[src/rtl/apb_pkg.sv]
// Shared types and constants for the APB slave front-end.
// FSM encoding, address geometry and the register-select helper.
package apb_pkg;

  typedef enum logic [1:0] {
    S_IDLE,
    S_SETUP,
    S_ACCESS
  } apb_state_e;

  localparam int ADDR_LSB = 2;
  localparam int WCNT_W   = 4;
  localparam int MAX_REGS = 32;

  function automatic logic [MAX_REGS-1:0] onehot(
    input int idx,
    input int n
  );
    logic [MAX_REGS-1:0] v;
    v = '0;
    if (idx >= 0 && idx < n && idx < MAX_REGS)
      v[idx] = 1'b1;
    return v;
  endfunction

endpackage

[src/rtl/apb_rdmux.sv]
// Read-data slice select for the register bank.
// Indices past the last register return zero.
module apb_rdmux
  import apb_pkg::*;
#(
  parameter int DWIDTH = 8,
  parameter int REGRN  = 3,
  parameter int IW     = 6
) (
  input  logic [DWIDTH*REGRN-1:0] rd_data_i,
  input  logic [IW-1:0]           idx_i,
  output logic [DWIDTH-1:0]       data_o
);

  always_comb begin
    data_o = '0;
    for (int i = 0; i < REGRN; i++) begin
      if (int'(idx_i) == i)
        data_o = rd_data_i[i*DWIDTH +: DWIDTH];
    end
  end

endmodule

[src/rtl/apb_slave_ctrl.sv]
// APB slave front-end: address decode, SETUP/ACCESS tracking,
// programmable wait states, write strobe and read-data return.
module apb_slave_ctrl
  import apb_pkg::*;
#(
  parameter int DWIDTH = 8,
  parameter int REGRN  = 3,
  parameter int AWIDTH = 8,
  parameter int WAITS  = 1
) (
  input  logic                    PCLK,
  input  logic                    PRESETn,
  input  logic                    PSEL,
  input  logic                    PENABLE,
  input  logic                    PWRITE,
  input  logic [AWIDTH-1:0]       PADDR,
  input  logic [DWIDTH-1:0]       PWDATA,
  input  logic [DWIDTH*REGRN-1:0] rd_data,
  output logic [REGRN-1:0]        pselr,
  output logic                    wr_en,
  output logic [DWIDTH-1:0]       wr_data,
  output logic [DWIDTH-1:0]       PRDATA,
  output logic                    PREADY,
  output logic                    PSLVERR
);

  localparam int IW = AWIDTH - ADDR_LSB;
  localparam logic [WCNT_W-1:0] WLOAD = WCNT_W'(WAITS);
  localparam logic [WCNT_W-1:0] ONE   = WCNT_W'(1);

  apb_state_e        state_q, state_d;
  logic [WCNT_W-1:0] cnt_q, cnt_d;
  logic [IW-1:0]     idx, idx_q, idx_d;
  logic              addr_ok, ok_q, ok_d;
  logic              wr_q, wr_d;
  logic              setup_hit, done;
  logic              rdy_q, err_q, wen_q;
  logic [DWIDTH-1:0] wdat_q, wdat_d;
  logic [DWIDTH-1:0] rdat_q, rdat_d;
  logic [DWIDTH-1:0] mux_data;

  assign idx       = PADDR[AWIDTH-1:ADDR_LSB];
  assign addr_ok   = (PADDR[ADDR_LSB-1:0] == '0)
                  && (int'(idx) < REGRN);
  assign setup_hit = PSEL && !PENABLE;

  // Reset also blanks the select so register stages stay quiet.
  assign pselr = (PRESETn && PSEL && addr_ok)
               ? REGRN'(onehot(int'(idx), REGRN))
               : '0;

  apb_rdmux #(
    .DWIDTH (DWIDTH),
    .REGRN  (REGRN),
    .IW     (IW)
  ) u_rdmux (
    .rd_data_i (rd_data),
    .idx_i     (idx_q),
    .data_o    (mux_data)
  );

  always_comb begin
    state_d = state_q;
    cnt_d   = cnt_q;
    idx_d   = idx_q;
    ok_d    = ok_q;
    wr_d    = wr_q;
    done    = 1'b0;
    unique case (state_q)
      S_IDLE: begin
        if (setup_hit)
          state_d = S_SETUP;
      end
      S_SETUP: begin
        if (!PSEL) begin
          state_d = S_IDLE;
        end else begin
          state_d = S_ACCESS;
          cnt_d   = WLOAD;
          done    = (WLOAD == '0);
        end
      end
      S_ACCESS: begin
        // cnt_q==0 means this is the PREADY cycle.
        if (cnt_q == '0) begin
          state_d = setup_hit ? S_SETUP : S_IDLE;
        end else if (!PSEL) begin
          state_d = S_IDLE;
        end else begin
          cnt_d = cnt_q - ONE;
          done  = (cnt_q == ONE);
        end
      end
      default: state_d = S_IDLE;
    endcase
    if (state_d == S_SETUP) begin
      idx_d = idx;
      ok_d  = addr_ok;
      wr_d  = PWRITE;
    end
  end

  always_comb begin
    wdat_d = wdat_q;
    rdat_d = rdat_q;
    if (done && wr_q && ok_q)
      wdat_d = PWDATA;
    if (done && !wr_q)
      rdat_d = ok_q ? mux_data : '0;
  end

  always_ff @(posedge PCLK or negedge PRESETn) begin
    if (!PRESETn) begin
      state_q <= S_IDLE;
      cnt_q   <= '0;
      idx_q   <= '0;
      ok_q    <= 1'b0;
      wr_q    <= 1'b0;
      rdy_q   <= 1'b0;
      err_q   <= 1'b0;
      wen_q   <= 1'b0;
      wdat_q  <= '0;
      rdat_q  <= '0;
    end else begin
      state_q <= state_d;
      cnt_q   <= cnt_d;
      idx_q   <= idx_d;
      ok_q    <= ok_d;
      wr_q    <= wr_d;
      rdy_q   <= done;
      err_q   <= done && !ok_q;
      wen_q   <= done && wr_q && ok_q;
      wdat_q  <= wdat_d;
      rdat_q  <= rdat_d;
    end
  end

  assign PREADY  = rdy_q;
  assign PSLVERR = err_q;
  assign wr_en   = wen_q;
  assign wr_data = wdat_q;
  assign PRDATA  = rdat_q;

endmodule
[config.mk]
export PLATFORM = sky130hd
export DESIGN_NAME = apb_slave_ctrl
export DESIGN_NICKNAME = d
export VERILOG_FILES = /design/src/rtl/apb_pkg.sv /design/src/rtl/apb_rdmux.sv /design/src/rtl/apb_slave_ctrl.sv
export SDC_FILE = /design/constraint.sdc
export NUM_CORES = 1
export LEC_CHECK = 0
export CORE_ASPECT_RATIO = 1.75
export CORE_MARGIN = 4
export CORE_UTILIZATION = 30
export DETAILED_ROUTE_END_ITERATION = 7
export PLACE_DENSITY_LB_ADDON = 0.12
export SLEW_MARGIN = 20
export SYNTH_ARGS = -nofsm -noshare
export SYNTH_HDL_FRONTEND = slang
export SYNTH_SLANG_ARGS = --single-unit
[constraint.sdc]
create_clock -name PCLK -period 3.07 [get_ports PCLK]
set_clock_uncertainty 0.2 [all_clocks]
set_input_delay 0.4605 -clock PCLK [delete_from_list [all_inputs] [get_ports PCLK]]
set_output_delay 0.4605 -clock PCLK [all_outputs]
set_load 0.01 [all_outputs]
**Yosys cells after proc, flatten, opt, wreduce, memory -nomap -nowiden**

Cells that the tools add are included.
W data, S select, Z words.

- Bits in registers: 33
- Input bits: 45
- Output and inout port bits: 22

- Add/subtract/negate cells: 1
- $lt $le $gt $ge: 4
- Eq/ne operators: 9
- Muxes and demuxes: 21
- Reductions and logical operators: 19

Operators by type and width:

| cell | count |
|---|---|
| $mux W8 | 4 |
| $lt A6 B6 Y1 const B | 2 |
| $mux W4 | 3 |
| $logic_and A1 B1 Y1 | 10 |
| $mux W2 | 4 |
| $pmux W4 S2 | 1 |
| $eq A6 B2 Y1 const B | 1 |
| $eq A6 B3 Y1 const B | 1 |
| $ge A6 B1 Y1 const B | 1 |
| $logic_not A6 Y1 | 1 |
| $lt A6 B2 Y1 const B | 1 |
| $mux W3 | 2 |
| $ne A2 B2 Y1 const B | 3 |
| $pmux W2 S3 | 1 |
| $demux W1 S5 | 1 |
| $mux W1 | 5 |
| $eq A2 B1 Y1 const B | 2 |
| $eq A4 B1 Y1 const B | 1 |
| $logic_not A2 Y1 | 2 |
| $logic_not A4 Y1 | 1 |
| $reduce_and A4 Y1 | 1 |
| $sub A4 B1 Y4 const B | 1 |
| $logic_not A1 Y1 | 3 |
| $eq A2 B2 Y1 const B | 1 |
| $reduce_bool A2 Y1 | 1 |

**Depth between registers and ports, before layout**

- Depth after elaboration: 6
- Mapped depth: 6
- Depth with buffers taken out: 5

**By module**

A second synthesis with hierarchy kept.

- Cell total of the unflattened synthesis: 153
- Area total of the unflattened synthesis: 1760.4 um^2

By module, submodules not included:

| module | times used | cells an instance | area each (um^2) | seq. area each (um^2) |
|---|---|---|---|---|
| apb_slave_ctrl | 1 | 115 | 1460.2 | 825.8 |
| apb_rdmux | 1 | 38 | 300.3 | 0.0 |

**Least setup slack after synthesis**

No wires, ideal clock.

- Path type: register -> register
- Start point: reg cnt_q[0]
- End point: reg idx_q[0]
- Library setup time: 0.125 ns
- Data arrival time: 2.045 ns
- Data required time: 2.745 ns
- Setup slack: 0.700 ns
- Stages on the path, launching flop included: 7
- Clock period less this slack: 2.370 ns
- Cells stage by stage: dfrtp_1 inv_1 ha_1 or3b_1 buf_2 a2111oi_4 mux2_2

- Cells in the longest elaborated chain, start to end: 4

RTL lines:

| item | line | RTL |
|---|---|---|
| start: declaration | apb_slave_ctrl.sv:32 | `logic [WCNT_W-1:0] cnt_q, cnt_d;` |
| start signal: assignment | apb_slave_ctrl.sv:126 | `cnt_q <= cnt_d;` |
| $logic_not A4 Y1 | apb_slave_ctrl.sv:85 | `if (cnt_q == '0) begin` |
| $mux W2 | apb_slave_ctrl.sv:85 |  |
| $pmux W2 S3 | apb_slave_ctrl.sv:69 | `unique case (state_q)` |
| named net state_d[0] | apb_slave_ctrl.sv:31 | `apb_state_e state_q, state_d;` |
| $eq A2 B1 Y1 | apb_slave_ctrl.sv:96 | `if (state_d == S_SETUP) begin` |
| end signal: assignment | apb_slave_ctrl.sv:127 | `idx_q <= idx_d;` |
| end: declaration | apb_slave_ctrl.sv:33 | `logic [IW-1:0] idx, idx_q, idx_d;` |

The timed path passes the listed nets, and every way through them passes these cells.
A chain may end at the register's enable or synchronous reset.

**Final worst setup path**

- Start point: in PADDR[5]
- End point: out pselr[2]

- Cells in the longest elaborated chain, start to end: 6
- Elaborated cells on any way between the ends: 12
- Classes of those cells: 4 x order compare; 4 x mux; 4 x reduce/logical

RTL lines:

| item | line | RTL |
|---|---|---|
| start: declaration | apb_slave_ctrl.sv:16 | `input logic [AWIDTH-1:0] PADDR,` |
| $ge A6 B1 Y1 (not written as such) or $lt A6 B6 Y1 (tied branches) | apb_pkg.sv:22, apb_pkg.sv:21 |  |
| $logic_and A1 B1 Y1 (not written as such) | apb_pkg.sv:22 | `v[idx] = 1'b1;` |
| $mux W1 (not written as such) | apb_pkg.sv:22 |  |
| $demux W1 S5 | apb_pkg.sv:22 |  |
| $mux W3 | apb_pkg.sv:21 | `if (idx >= 0 && idx < n && idx < MAX_REGS)` |
| $mux W3 * | apb_slave_ctrl.sv:49 | `? REGRN'(onehot(int'(idx), REGRN))` |
| end: declaration | apb_slave_ctrl.sv:19 | `output logic [REGRN-1:0] pselr,` |

Mark *: on every way between the ends. The rest lies on a longest branch, timed or not.

==> results.json <==
{
  "status": "complete, no violations",
  "rsz0062_at_grt": "no",
  "crit_path_max_incr_delay_ps": 570,
  "reg2reg_from": "cnt_q[0]$_DFFE_PN0P_",
  "r2r_end": "idx_q[3]$_DFFE_PN0N_",
  "worst-path-buf-inv": 2,
  "synth_cells": 132,
  "cts_tree": "done",
  "powerDensity_nw_per_um2": 547,
  "ys_ff_latch": 33,
  "die_h_um": 105,
  "ys_async_sr_fraction_pct": 100,
  "cts-root-buf": "clkbuf_8",
  "clockBufferDepth": 2,
  "hp-class": "in -> async",
  "n_fill_cell": 509,
  "cp-start-kind": "input pin",
  "htreeDepth": 2,
  "ctsHoldBuffers": 0,
  "numCtsBuffers": 5,
  "synth_area_um2": 1610,
  "synth.yosys.warnings": 0,
  "finalWirelength_mm": 3.88,
  "hold_viol": 0,
  "syn_to_final_growth_pct": 51.1,
  "finalCritPeriodShare_pct": 95.0,
  "r2r.worst_path.cells": 5,
  "grt.overflow.total": 0,
  "use_met2_pct": 23.9,
  "crit_arrival_ps": 2250,
  "dp.cells": 246,
  "synth_top_area_share_pct": 51.4,
  "post_cts_buffers": 0,
  "critPathSlowestCell": "clkdlybuf4s50_1",
  "dpl.hpwl_mm": 3.13,
  "vias": 1286,
  "worst_pin_slew_ps": 671,
  "grtUsageMet1_pct": 12.6,
  "tns_ps": 0,
  "first_iter_violations": 21,
  "synth_cell_types": 30,
  "worst_path_most_repeated_cell": "clkdlybuf4s50_1",
  "gp_congestion": 0.711,
  "cp_max_fo": 3,
  "viasPerCell": 5.06,
  "synth-edff-count": 0,
  "syn_nets": 180,
  "p_leak_uw": 0.00105,
  "grt_pass1_wl_mm": 6.62,
  "crit_path_end_kind": "primary output",
  "die_area_um2": 6640,
  "synth_top_cell_by_area": "dfrtp_1",
  "die_w_um": 63.3,
  "route.detailed.drc": 0,
  "grt_antenna_before_repair": 0,
  "antenna_cells": 0,
  "post_route_cells_drive_above_1_share_pct": 14.1,
  "finalNonFillerCells": 254,
  "final_core_util_pct": 46.2,
  "avgSynthCellArea_um2": 12.2,
  "synth_most_common_cell": "dfrtp_1",
  "rrSetupSlack_ps": 440,
  "slew_headroom_pct": 55.2,
  "worstPathCellList": "clkdlybuf4s50_1 -> nor4_1 -> nand4_1 -> nor3b_1 -> clkdlybuf4s50_1",
  "min_period_ps": 2920,
  "wl_per_cell_um": 15.3,
  "cts-resized-gates": 0,
  "ir_drop_mv": 0.380,
  "timing.hold.ws_ps": 26.0,
  "critical_path.top_delay_family": "buffers and inverters",
  "synth_commonest_cells": "dfrtp_1, mux2_2, o31ai_1, mux2i_1, a2bb2oi_1",
  "max_freq_ghz": 0.343,
  "critical_path_class": "in -> out",
  "p_total_uw": 1330,
  "seq_area_frac_synth_pct": 51.4,
  "max_cap_violations": 0,
  "clock-sinks": 33,
  "cts.clk_slew.worst_paths_ps": 70,
  "slew_viol_final": 0,
  "track_usage_pct": 12.5,
  "design.core.area_um2": 5260,
  "cp.required_ps": 2410,
  "synthTopCellsByArea": "dfrtp_1, mux2_2, o31ai_1",
  "clock_latency_ps": 280,
  "num-nets-final": 246,
  "portBuffers": 66,
  "ant_nets": 0,
  "row_count": 35,
  "pin_count": 67,
  "grtUsageMet3_pct": 3.01,
  "grt_max_degree": 34,
  "grt_pass1_vias": 1474,
  "dr.pass1.iters": 4,
  "ys.flop_type": "dfrtp_1",
  "grt_busiest_layer": "met2",
  "setup_viol": 0,
  "start_util_pct": 30.6
}
[registers in the layout, summed over array words and instances, names as in the netlist]
name,flops
cnt_q,4
PRDATA,8
wr_data,8
PSLVERR,1
state_q,2
idx_q,6
ok_q,1
PREADY,1
wr_q,1
wr_en,1
[worst reg2reg max path: cells and delay by family, from the launching register on]
| family | cells | cell delay, ps |
|---|---|---|
| AND/OR/NAND/NOR | 1 | 470 |
| adder cells (fa/ha/maj) | 1 | 170 |
| AO/OA/AOI/OAI | 1 | 720 |
| multiplexers | 1 | 410 |
| buffers and inverters | 1 | 120 |
| flip-flops | 1 | 420 |
[stage by stage]
stage	worst slack, ps	instance area, µm²
3_5_place_dp	150	2310
5_1_grt	5.57	2430
3_3_place_gp	189	2310
6_report	155	2430
4_1_cts	129	2430
2_1_floorplan	700	1610
[cell usage in the layout (no fill, tap or decap), types with 2 or more instances in the layout]
| cell type | instances |
|---|---|
| clkdlybuf4s50_1 | 65 |
| dfrtp_1 | 33 |
| mux2_2 | 16 |
| o31ai_1 | 16 |
| mux2i_1 | 11 |
| a2bb2oi_1 | 8 |
| nand2_1 | 6 |
| clkbuf_8 | 6 |
| inv_1 | 4 |
| nor3_1 | 3 |
| ha_1 | 3 |
| nor2_1 | 2 |
| nand3b_1 | 2 |
| nor3b_1 | 2 |
| nand3_1 | 2 |
| and3_1 | 2 |
| buf_4 | 2 |
[logic make-up after synthesis]
family	after synthesis	synth area share, %
AO/OA/AOI/OAI	27	14.3
adder cells (fa/ha/maj)	3	2.33
flip-flops	33	51.4
multiplexers	27	18.1
buffers and inverters	13	3.11
AND/OR/NAND/NOR	29	10.8
[layout make-up]
type / count / area (µm²) / area share [%]
tap: 55 / 68.8 / 2.83
multi-input combinational: 86 / 732 / 30.1
clock inverter: 1 / 30.0 / 1.24
timing repair buffer: 68 / 671 / 27.6
clock buffer: 7 / 86.3 / 3.55
sequential: 33 / 826 / 34.0
inverter: 4 / 15.0 / 0.618
[power breakdown]
group	total, µW	switching (µW)	internal, µW	leakage [µW]
combinational	354	173	181	0.000556
clock	413	148	264	0.0000585
sequential	562	72.8	490	0.000439
[worst max-delay path by stage]
stage	from	endpoint	slack (ps)	cells after the start
after floorplan	cnt_q[0]$_DFFE_PN0P_	idx_q[0]$_DFFE_PN0N_	700	6
after global placement	PADDR[5]	pselr[2]	190	5
after detailed placement	PADDR[5]	pselr[2]	150	5
after CTS	PADDR[5]	pselr[2]	130	5
after global routing	PADDR[6]	pselr[2]	6	5
final	PADDR[5]	pselr[2]	150	5
[metal layers]
| layer | wire (µm) | vias to the layer above |
|---|---|---|
| met5 | 0 | - |
| met4 | 50 | 0 |
| met3 | 178 | 6 |
| met2 | 2250 | 39 |
| met1 | 1410 | 615 |
| li1 | - | 626 |
No activity file was read; power rests on OpenSTA's default activity.
